[src/rtl/fft_butterfly_pipe_if.sv]
// Request/read-data/write-back bundle between the ping-pong memory controller
// and the radix-2 butterfly datapath. The controller drives the master side.
interface fft_butterfly_pipe_if #(
  parameter int unsigned DATA_WIDTH = 16,
  parameter int unsigned ADDR_W     = 3
);

  // AGU read request tags
  logic                         req_valid;
  logic        [ADDR_W-1:0]     req_stage;
  logic                         req_is_last;
  logic        [ADDR_W-1:0]     req_addr1;
  logic        [ADDR_W-1:0]     req_addr2;

  // RAM / twiddle ROM read data, one cycle after the request
  logic signed [DATA_WIDTH-1:0] a_re;
  logic signed [DATA_WIDTH-1:0] a_im;
  logic signed [DATA_WIDTH-1:0] b_re;
  logic signed [DATA_WIDTH-1:0] b_im;
  logic signed [DATA_WIDTH-1:0] t_re;
  logic signed [DATA_WIDTH-1:0] t_im;

  // Write-back
  logic                         out_valid;
  logic        [ADDR_W-1:0]     out_stage;
  logic                         out_is_last;
  logic        [ADDR_W-1:0]     out_addr1;
  logic        [ADDR_W-1:0]     out_addr2;
  logic signed [DATA_WIDTH-1:0] oa_re;
  logic signed [DATA_WIDTH-1:0] oa_im;
  logic signed [DATA_WIDTH-1:0] ob_re;
  logic signed [DATA_WIDTH-1:0] ob_im;

  modport master (
    output req_valid, req_stage, req_is_last, req_addr1, req_addr2,
    output a_re, a_im, b_re, b_im, t_re, t_im,
    input  out_valid, out_stage, out_is_last, out_addr1, out_addr2,
    input  oa_re, oa_im, ob_re, ob_im
  );

  modport slave (
    input  req_valid, req_stage, req_is_last, req_addr1, req_addr2,
    input  a_re, a_im, b_re, b_im, t_re, t_im,
    output out_valid, out_stage, out_is_last, out_addr1, out_addr2,
    output oa_re, oa_im, ob_re, ob_im
  );

endinterface

[src/rtl/fft_butterfly_pipe.sv]
// Pipelined radix-2 DIT butterfly: A' = A + B*W, B' = A - B*W.
// P0 aligns tags with the RAM/ROM read latency, P1 multiplies, P2 forms the
// rounded complex product, P3 adds/subtracts and scales or saturates.
// One butterfly per clock, request-to-write-back latency of four cycles.
module fft_butterfly_pipe #(
  parameter int unsigned DATA_WIDTH = 16,
  parameter int unsigned N          = 8,
  parameter int unsigned SCALE      = 1
) (
  input  logic                clk,
  input  logic                rst_n,
  input  logic                clr,
  fft_butterfly_pipe_if.slave bus,
  output logic                busy,
  output logic                done,
  output logic                ovf
);

  localparam int unsigned ADDR_W = $clog2(N);
  localparam int unsigned DW     = DATA_WIDTH;
  localparam int unsigned PW     = 2 * DATA_WIDTH;

  typedef struct packed {
    logic [ADDR_W-1:0] stage;
    logic              is_last;
    logic [ADDR_W-1:0] addr1;
    logic [ADDR_W-1:0] addr2;
  } tag_t;

  // Half an LSB of the Q1.15 result, for round-half-up before the shift
  localparam logic signed [PW:0] WRound = {{(PW-DW+2){1'b0}}, 1'b1, {(DW-2){1'b0}}};
  localparam logic signed [PW:0] WMax   = {{(PW-DW+2){1'b0}}, {(DW-1){1'b1}}};
  localparam logic signed [PW:0] WMin   = ~WMax;
  localparam logic signed [DW:0] SMax   = {2'b00, {(DW-1){1'b1}}};
  localparam logic signed [DW:0] SMin   = ~SMax;

  // Rounds a full-precision product sum back to DW bits; bit DW flags a clamp.
  function automatic logic [DW:0] fold_w(input logic signed [PW:0] sum);
    logic signed [PW:0] sh;
    sh = (sum + WRound) >>> (DW - 1);
    if (sh > WMax)      fold_w = {1'b1, WMax[DW-1:0]};
    else if (sh < WMin) fold_w = {1'b1, WMin[DW-1:0]};
    else                fold_w = {1'b0, sh[DW-1:0]};
  endfunction

  // Halves (floor) or clamps a DW+1 bit sum; bit DW flags a clamp.
  function automatic logic [DW:0] fold_s(input logic signed [DW:0] x);
    if (SCALE != 0)     fold_s = {1'b0, x[DW:1]};
    else if (x > SMax)  fold_s = {1'b1, SMax[DW-1:0]};
    else if (x < SMin)  fold_s = {1'b1, SMin[DW-1:0]};
    else                fold_s = {1'b0, x[DW-1:0]};
  endfunction

  logic                 ld0, ld1, ld2, ld3;
  logic                 p0_valid_q, p1_valid_q, p2_valid_q, p3_valid_q;
  tag_t                 tag_in;
  tag_t                 p0_tag_q, p1_tag_q, p2_tag_q, p3_tag_q;

  logic signed [PW-1:0] prod_rr, prod_ii, prod_ri, prod_ir;
  logic signed [PW-1:0] p1_rr_q, p1_ii_q, p1_ri_q, p1_ir_q;
  logic signed [DW-1:0] p1_a_re_q, p1_a_im_q;

  logic signed [PW:0]   w_re_sum, w_im_sum;
  logic        [DW:0]   w_re_f, w_im_f;
  logic signed [DW-1:0] p2_w_re_q, p2_w_im_q, p2_a_re_q, p2_a_im_q;

  logic signed [DW:0]   s_re, s_im, d_re, d_im;
  logic        [DW:0]   s_re_f, s_im_f, d_re_f, d_im_f;
  logic signed [DW-1:0] oa_re_q, oa_im_q, ob_re_q, ob_im_q;

  logic                 ovf_d, ovf_q;

  // Stage load enables; clr squashes both the valid and the data load
  always_comb begin
    ld0    = bus.req_valid & ~clr;
    ld1    = p0_valid_q & ~clr;
    ld2    = p1_valid_q & ~clr;
    ld3    = p2_valid_q & ~clr;
    tag_in = '{stage:   bus.req_stage,
               is_last: bus.req_is_last,
               addr1:   bus.req_addr1,
               addr2:   bus.req_addr2};
  end

  // Valid chain
  always_ff @(posedge clk) begin
    if (!rst_n) begin
      p0_valid_q <= 1'b0;
      p1_valid_q <= 1'b0;
      p2_valid_q <= 1'b0;
      p3_valid_q <= 1'b0;
    end else begin
      p0_valid_q <= ld0;
      p1_valid_q <= ld1;
      p2_valid_q <= ld2;
      p3_valid_q <= ld3;
    end
  end

  // Inner tag/data registers; they only ever load on a valid entry
  always_ff @(posedge clk) begin
    if (ld0) p0_tag_q <= tag_in;
    if (ld1) begin
      p1_tag_q  <= p0_tag_q;
      p1_rr_q   <= prod_rr;
      p1_ii_q   <= prod_ii;
      p1_ri_q   <= prod_ri;
      p1_ir_q   <= prod_ir;
      p1_a_re_q <= bus.a_re;
      p1_a_im_q <= bus.a_im;
    end
    if (ld2) begin
      p2_tag_q  <= p1_tag_q;
      p2_w_re_q <= w_re_f[DW-1:0];
      p2_w_im_q <= w_im_f[DW-1:0];
      p2_a_re_q <= p1_a_re_q;
      p2_a_im_q <= p1_a_im_q;
    end
  end

  // P1 multipliers fed straight from the RAM/ROM read data
  always_comb begin
    prod_rr = PW'(bus.b_re) * PW'(bus.t_re);
    prod_ii = PW'(bus.b_im) * PW'(bus.t_im);
    prod_ri = PW'(bus.b_re) * PW'(bus.t_im);
    prod_ir = PW'(bus.b_im) * PW'(bus.t_re);
  end

  // P2 complex product W = B*T, rounded back to DW bits
  always_comb begin
    w_re_sum = (PW+1)'(p1_rr_q) - (PW+1)'(p1_ii_q);
    w_im_sum = (PW+1)'(p1_ri_q) + (PW+1)'(p1_ir_q);
    w_re_f   = fold_w(w_re_sum);
    w_im_f   = fold_w(w_im_sum);
  end

  // P3 butterfly sums at one bit of headroom, then scale or saturate
  always_comb begin
    s_re   = (DW+1)'(p2_a_re_q) + (DW+1)'(p2_w_re_q);
    s_im   = (DW+1)'(p2_a_im_q) + (DW+1)'(p2_w_im_q);
    d_re   = (DW+1)'(p2_a_re_q) - (DW+1)'(p2_w_re_q);
    d_im   = (DW+1)'(p2_a_im_q) - (DW+1)'(p2_w_im_q);
    s_re_f = fold_s(s_re);
    s_im_f = fold_s(s_im);
    d_re_f = fold_s(d_re);
    d_im_f = fold_s(d_im);
  end

  // Write-back registers, zeroed by reset but untouched by clr
  always_ff @(posedge clk) begin
    if (!rst_n) begin
      p3_tag_q <= '0;
      oa_re_q  <= '0;
      oa_im_q  <= '0;
      ob_re_q  <= '0;
      ob_im_q  <= '0;
    end else if (ld3) begin
      p3_tag_q <= p2_tag_q;
      oa_re_q  <= s_re_f[DW-1:0];
      oa_im_q  <= s_im_f[DW-1:0];
      ob_re_q  <= d_re_f[DW-1:0];
      ob_im_q  <= d_im_f[DW-1:0];
    end
  end

  // Sticky overflow next-state: any clamp on a valid entry, cleared by clr
  always_comb begin
    ovf_d = ovf_q;
    if (ld2 && (w_re_f[DW] || w_im_f[DW])) ovf_d = 1'b1;
    if (ld3 && (s_re_f[DW] || s_im_f[DW] || d_re_f[DW] || d_im_f[DW])) ovf_d = 1'b1;
    if (clr) ovf_d = 1'b0;
  end

  // Sticky overflow register
  always_ff @(posedge clk) begin
    if (!rst_n) ovf_q <= 1'b0;
    else        ovf_q <= ovf_d;
  end

  assign bus.out_valid   = p3_valid_q;
  assign bus.out_stage   = p3_tag_q.stage;
  assign bus.out_is_last = p3_tag_q.is_last;
  assign bus.out_addr1   = p3_tag_q.addr1;
  assign bus.out_addr2   = p3_tag_q.addr2;
  assign bus.oa_re       = oa_re_q;
  assign bus.oa_im       = oa_im_q;
  assign bus.ob_re       = ob_re_q;
  assign bus.ob_im       = ob_im_q;

  assign busy = p0_valid_q | p1_valid_q | p2_valid_q | p3_valid_q;
  assign done = p3_valid_q & p3_tag_q.is_last;
  assign ovf  = ovf_q;

endmodule

[src/flat_wrapper.sv]
// flat-port wrapper written by rule: the top's interface ports become plain ports
module fft_butterfly_pipe_flat 
#(
  parameter int unsigned DATA_WIDTH = 16,
  parameter int unsigned N          = 8,
  parameter int unsigned SCALE      = 1
)
  (clk, rst_n, clr, busy, done, ovf, bus_req_valid, bus_req_stage, bus_req_is_last, bus_req_addr1, bus_req_addr2, bus_a_re, bus_a_im, bus_b_re, bus_b_im, bus_t_re, bus_t_im, bus_out_valid, bus_out_stage, bus_out_is_last, bus_out_addr1, bus_out_addr2, bus_oa_re, bus_oa_im, bus_ob_re, bus_ob_im);
  fft_butterfly_pipe_if #(.DATA_WIDTH(DATA_WIDTH), .ADDR_W((3))) bus_i ();
  input  logic clk;
  input  logic rst_n;
  input  logic clr;
  output logic busy;
  output logic done;
  output logic ovf;
  input wire logic [$bits(bus_i.req_valid)-1:0] bus_req_valid;
  input wire logic [$bits(bus_i.req_stage)-1:0] bus_req_stage;
  input wire logic [$bits(bus_i.req_is_last)-1:0] bus_req_is_last;
  input wire logic [$bits(bus_i.req_addr1)-1:0] bus_req_addr1;
  input wire logic [$bits(bus_i.req_addr2)-1:0] bus_req_addr2;
  input wire logic [$bits(bus_i.a_re)-1:0] bus_a_re;
  input wire logic [$bits(bus_i.a_im)-1:0] bus_a_im;
  input wire logic [$bits(bus_i.b_re)-1:0] bus_b_re;
  input wire logic [$bits(bus_i.b_im)-1:0] bus_b_im;
  input wire logic [$bits(bus_i.t_re)-1:0] bus_t_re;
  input wire logic [$bits(bus_i.t_im)-1:0] bus_t_im;
  output wire logic [$bits(bus_i.out_valid)-1:0] bus_out_valid;
  output wire logic [$bits(bus_i.out_stage)-1:0] bus_out_stage;
  output wire logic [$bits(bus_i.out_is_last)-1:0] bus_out_is_last;
  output wire logic [$bits(bus_i.out_addr1)-1:0] bus_out_addr1;
  output wire logic [$bits(bus_i.out_addr2)-1:0] bus_out_addr2;
  output wire logic [$bits(bus_i.oa_re)-1:0] bus_oa_re;
  output wire logic [$bits(bus_i.oa_im)-1:0] bus_oa_im;
  output wire logic [$bits(bus_i.ob_re)-1:0] bus_ob_re;
  output wire logic [$bits(bus_i.ob_im)-1:0] bus_ob_im;
  assign bus_i.req_valid = bus_req_valid;
  assign bus_i.req_stage = bus_req_stage;
  assign bus_i.req_is_last = bus_req_is_last;
  assign bus_i.req_addr1 = bus_req_addr1;
  assign bus_i.req_addr2 = bus_req_addr2;
  assign bus_i.a_re = bus_a_re;
  assign bus_i.a_im = bus_a_im;
  assign bus_i.b_re = bus_b_re;
  assign bus_i.b_im = bus_b_im;
  assign bus_i.t_re = bus_t_re;
  assign bus_i.t_im = bus_t_im;
  assign bus_out_valid = bus_i.out_valid;
  assign bus_out_stage = bus_i.out_stage;
  assign bus_out_is_last = bus_i.out_is_last;
  assign bus_out_addr1 = bus_i.out_addr1;
  assign bus_out_addr2 = bus_i.out_addr2;
  assign bus_oa_re = bus_i.oa_re;
  assign bus_oa_im = bus_i.oa_im;
  assign bus_ob_re = bus_i.ob_re;
  assign bus_ob_im = bus_i.ob_im;
  fft_butterfly_pipe #(.DATA_WIDTH(DATA_WIDTH), .N(N), .SCALE(SCALE)) u_core (.clk(clk), .rst_n(rst_n), .clr(clr), .bus(bus_i), .busy(busy), .done(done), .ovf(ovf));
endmodule
[config.mk]
export PLATFORM = sky130hd
export DESIGN_NAME = fft_butterfly_pipe_flat
export DESIGN_NICKNAME = d
export VERILOG_FILES = /design/src/rtl/fft_butterfly_pipe_if.sv /design/src/rtl/fft_butterfly_pipe.sv /design/src/flat_wrapper.sv
export SDC_FILE = /design/constraint.sdc
export NUM_CORES = 2
export LEC_CHECK = 0
export ABC_AREA = 1
export BUFFER_PORTS_ARGS = -buffer_cell sky130_fd_sc_hd__buf_2
export CELL_PAD_IN_SITES_DETAIL_PLACEMENT = 1
export CELL_PAD_IN_SITES_GLOBAL_PLACEMENT = 2
export CORE_ASPECT_RATIO = 1.5
export CORE_MARGIN = 2
export CORE_UTILIZATION = 37
export CTS_BUF_LIST = sky130_fd_sc_hd__clkbuf_16
export DETAILED_ROUTE_END_ITERATION = 10
export MAX_ROUTING_LAYER = met4
export PLACE_DENSITY = 0.83
export SLEW_MARGIN = 20
export SYNTH_ARGS = -nofsm -noshare
export SYNTH_HDL_FRONTEND = slang
export SYNTH_SLANG_ARGS = --single-unit
[constraint.sdc]
create_clock -name clk -period 8 [get_ports clk]
set_input_delay 0.4 -clock clk [delete_from_list [all_inputs] [get_ports clk]]
set_output_delay 0.4 -clock clk [all_outputs]
set_load 0.01 [all_outputs]
# Yosys cells after proc, flatten, opt, wreduce, memory -nomap -nowiden
# Cells that the tools add are included.
# word_totals
reg_bits	333
output_inout_bits	78
# op_classes
reduce_logical	3
n_lt_le_gt_ge	4
mux	4
multipliers	4
n_bitwise	10
addsub	8
# op_table
operator	count
$mul A16 B16 Y32	4
$mux W17	4
$add A33 B16 Y33 const B	2
$gt A18 B16 Y1 const B	2
$lt A18 B16 Y1 const B	2
$add A16 B16 Y17	2
$sub A16 B16 Y17	2
$add A32 B32 Y33	1
$sub A32 B32 Y33	1
$and A1 B1 Y1	5
$or A1 B1 Y1	3
$not A1 Y1	2
$reduce_or A2 Y1	1
$logic_and A1 B1 Y1	1
$logic_or A1 B1 Y1	1

# Logic depth before layout (Yosys ltp)
# depth
ltp_word	7
ltp_mapped	25

# Worst setup path before layout
# OpenSTA, ideal clock, no wires.
# synth_timing
kind	flip-flop to flip-flop
startpoint	register u_core.p0_valid_q
endpoint	register u_core.p1_a_im_q[0] (enable)
arrival_time_ps	7451
setup_ps	705
slack_ps	-156
stages_incl_launch_ff	3
period_less_slack_ps	8156
cell_sequence	dfxtp_1 inv_1 nor2_1
# synth_via
elab_chain_len	1
# synth_rtl
item	line	rtl
start, declared	fft_butterfly_pipe.sv:55	logic p0_valid_q, p1_valid_q, p2_valid_q, p3_valid_q;
start signal, assigned	fft_butterfly_pipe.sv:93	p0_valid_q <= ld0;
$and A1 B1 Y1	fft_butterfly_pipe.sv:76	ld1 = p0_valid_q & ~clr;
via u_core.ld1	fft_butterfly_pipe.sv:54	logic ld0, ld1, ld2, ld3;
end signal, assigned	fft_butterfly_pipe.sv:110	p1_a_im_q <= bus.a_im;
end, declared	fft_butterfly_pipe.sv:61	logic signed [DW-1:0] p1_a_re_q, p1_a_im_q;
# The timed path passes the listed nets, and every way through them passes these cells.
# A chain may end at the register's enable or synchronous reset.

# Worst setup path after layout
# layout_timing
startpoint	input port bus_t_re[4]
endpoint	register u_core.p1_rr_q[28] (data pin)
# layout_via
elab_chain_len	1
# layout_rtl
item	line	rtl
start, declared	flat_wrapper.sv:25	input wire logic [$bits(bus_i.t_re)-1:0] bus_t_re;
$mul A16 B16 Y32	fft_butterfly_pipe.sv:123	prod_rr = PW'(bus.b_re) * PW'(bus.t_re);
via u_core.prod_rr[28]	fft_butterfly_pipe.sv:59	logic signed [PW-1:0] prod_rr, prod_ii, prod_ri, prod_ir;
end signal, assigned	fft_butterfly_pipe.sv:105	p1_rr_q <= prod_rr;
end, declared	fft_butterfly_pipe.sv:60	logic signed [PW-1:0] p1_rr_q, p1_ii_q, p1_ri_q, p1_ir_q;
# The timed path passes the listed nets, and every way through them passes these cells.

==> reports/metrics.yaml <==
maxCapViolCount: 0
post-route-period-util_pct: 80.2
route.detailed.drc: 0
cts.path.max_buffers: 3
cts_resized: 0
synth_cells: 6858
grt_setup_unrepaired: "false"
fin_nets: 8611
grt-ovfl-total: 0
hold_depth: 1
boundaryPins: 188
first_pass_iters: 7
reg2reg_depth: 13
dieHeight_um: 489
fin_worst_skew_ps: 23.0
drt-vias-per-instance: 4.86
r2r_slack_ps: 4560
hp-class: "primary input to register"
areaGrowthSynthToFinish_pct: 8.05
outcome: "finished, final reports clean"
holdPathEnd: "u_core.p1_a_re_q[3]"
ys_warn_count: 0
synth.distinct_cells: 56
tns_ps: 0
wirelength_mm: 177
slowest_stage: "fa_1"
initial_core_util_pct: 37.3
r2r_end: "u_core.p2_w_re_q[2]"
cp_max_fo: 32
max_stage_delay_ps: 840
syn_area_mm2: 0.0580
synthArstFlopShare_pct: 0
syn_nets: 8530
drt_iter0_markers: 2051
worstPathArrival_ps: 6770
htree_levels: 2
regToRegStartpoint: "u_core.p1_ii_q[28]"
path_cells: "buf_2 -> nand2_1 -> fa_1 -> inv_1 -> fa_1 -> fa_1 -> fa_1 -> fa_1 -> inv_1 -> fa_1 -> inv_1 -> ha_1 -> nand2_1 -> nor4_1 -> nand2_1 -> o211ai_1 -> nand3_1 -> nand2_1 -> a21oi_1 -> xnor2_1"
avgSynthCellArea_um2: 8.45
grt_use_total_pct: 23.4
crit_type: "primary input to register"
cp.required_ps: 8350
clkSinkCount: 333
cts_made_buffers: 38
antenna_found_initial: 21
hold_viol_final: 0
routedWlPerCell_um: 19.5
cpMostUsedCell: "fa_1"
synthFlopType: "edfxtp_1"
vias: 43900
period_minus_slack_ps: 6410
port_buffers: 187
grt_max_degree: 95
rows: 177
synth_seq_cells: 333
coreArea_mm2: 0.155
end_kind: "register"
cts_tree: "yes"
grt_pass1_wl_mm: 280
hpwl_mm: 147
drive_above_1_share_pct: 5.47
crit_path_start_kind: "primary input"
chipWidth_um: 327
finish.utilization_pct: 40.3
clkLatencyLatePin_ps: 600
ys_seq_area_share_pct: 15.9
synth_edf_count: 254
min_from: "bus_a_re[3]"
seq_area_mm2: 0.00921
grt_pass1_vias: 50100
ant_nets: 0
finalMaxSlewViolations: 0
root_buffer: "clkbuf_16"
fmax_mhz: 156
max_slew_margin_pct: 29.0
clk_pin_slew_worst_paths_ps: 70
gp_congestion: 0.900
n_fill_cell: 18400
tightest_slew_ps: 1060
multiInputGateArea_mm2: 0.0405
setup_violations: 0
die_area_mm2: 0.160
==> cells in the mapped netlist (4+ instances only) <==
cell type	instances	area share, %
a21boi_0	4	0.052
a21boi_2	6	0.12
a21o_1	22	0.28
a21oi_1	277	2.4
a21oi_2	4	0.060
a221oi_1	5	0.076
a31oi_1	16	0.17
buf_1	6	0.039
buf_2	5	0.043
clkbuf_1	220	1.4
dfxtp_1	79	2.7
edfxtp_1	254	13
fa_1	1052	36
ha_1	510	11
inv_1	1942	13
inv_2	11	0.071
nand2_1	1455	9.4
nand2_2	12	0.13
nand3_1	102	0.88
nand4_1	15	0.16
nor2_1	311	2.0
nor3_1	20	0.17
nor4_1	13	0.14
o2111ai_1	5	0.076
o211ai_1	14	0.18
o21a_1	11	0.14
o21ai_0	153	1.3
o21ai_1	25	0.22
o21ai_2	21	0.32
o21bai_1	21	0.27
o221ai_1	8	0.12
o31ai_1	7	0.091
xnor2_1	92	1.4
xor2_1	121	1.8
==> cell families after synthesis <==
group | share of synthesized area [%]
simple gates | 13.2
xor+xnor | 3.22
flops | 15.9
compound gates | 6.09
fa+ha+maj | 47.3
buf+inv | 14.3
==> how the worst max path moves through the flow <==
stage	start	end	slack [ps]	cells after the start
floorplan	bus_b_im[15]	u_core.p1_ii_q[28]	2090	20
global placement	bus_t_im[1]	u_core.p1_ri_q[29]	1150	17
detailed placement	bus_t_re[4]	u_core.p1_rr_q[28]	940	20
CTS	bus_t_re[4]	u_core.p1_rr_q[28]	1590	20
global route	bus_t_im[1]	u_core.p1_ri_q[28]	1250	20
finish	bus_t_re[4]	u_core.p1_rr_q[28]	1590	20
==> stage by stage <==
step	std cells	cell area [µm²]	hold WS [ps]	setup WS, ps
floorplan	6858	58000	400	2090
global placement	8923	61000	401	1150
detailed placement	8923	61000	405	940
CTS	9026	62600	4.02	1590
global route	9044	62600	15.0	1250
finish	9046	62600	36.1	1590
==> critical path, delay by kind of cell <==
family / cells / cell delay (ps)
compound gates: 2 / 350
buf+inv: 4 / 860
fa+ha+maj: 7 / 3840
simple gates: 6 / 1150
xor+xnor: 1 / 120
==> repair_timing <==
item                                   in CTS  in global routing
hold buffers                               34                  0
endpoints found under the hold margin      34                  0
buffers inserted                            0                  0
==> registers in the layout (all words and copies together), names as in the netlist, 3 cells and up <==
name and count:
u_core.p2_a_re_q 16, u_core.bus.oa_re 16, u_core.bus.ob_re 16, u_core.p1_a_re_q 16
u_core.bus.ob_im 16, u_core.p2_w_re_q 16, u_core.bus.oa_im 16, u_core.p1_rr_q 32
u_core.p1_a_im_q 16, u_core.p0_tag_q 10, u_core.p1_ii_q 32, u_core.bus.out_addr2 3
u_core.bus.out_stage 3, u_core.p1_ir_q 32, u_core.p2_w_im_q 16, u_core.p2_tag_q 10
u_core.p2_a_im_q 16, u_core.p1_ri_q 32, u_core.bus.out_addr1 3, u_core.p1_tag_q 10
==> routing by layer <==
| metal | part of all wire (%) | track usage (%) |
|---|---|---|
| met5 | 0 | - |
| met4 | 4.8 | 9.87 |
| met3 | 3.2 | 2.13 |
| met2 | 52 | 42.0 |
| met1 | 40 | 26.7 |
==> layout by cell type (no fill, tap or decap), types with 14 or more instances in the layout <==
cell,netlist,final
a21o_1,22,22
o21ai_0,153,153
nand3_1,102,102
xor2_1,121,121
buf_2,5,187
o21ai_2,21,21
nor2_1,311,309
ha_1,510,510
o21ai_1,25,25
buf_4,3,55
a21oi_1,277,277
xnor2_1,92,92
edfxtp_1,254,254
o21bai_1,21,21
dfxtp_1,79,79
diode_2,0,20
nand4_1,15,15
o211ai_1,14,14
clkbuf_16,0,40
a31oi_1,16,16
nor3_1,20,20
nand2_1,1455,1454
dlygate4sd3_1,0,34
inv_1,1942,1944
fa_1,1052,1052
==> layout make-up <==
cell class / instances / share of cell area [%]
diodes: 20 / 0.0799
clock inverters: 29 / 0.354
inverters: 1953 / 11.7
well taps: 2058 / 4.11
flip-flops and latches: 333 / 14.7
clock buffers: 40 / 1.60
multi-input cells: 4335 / 64.7
repair buffers: 278 / 2.76
Power is not shown: default switching activity piles up to over one toggle a cycle in this logic, so the estimate is an artifact.
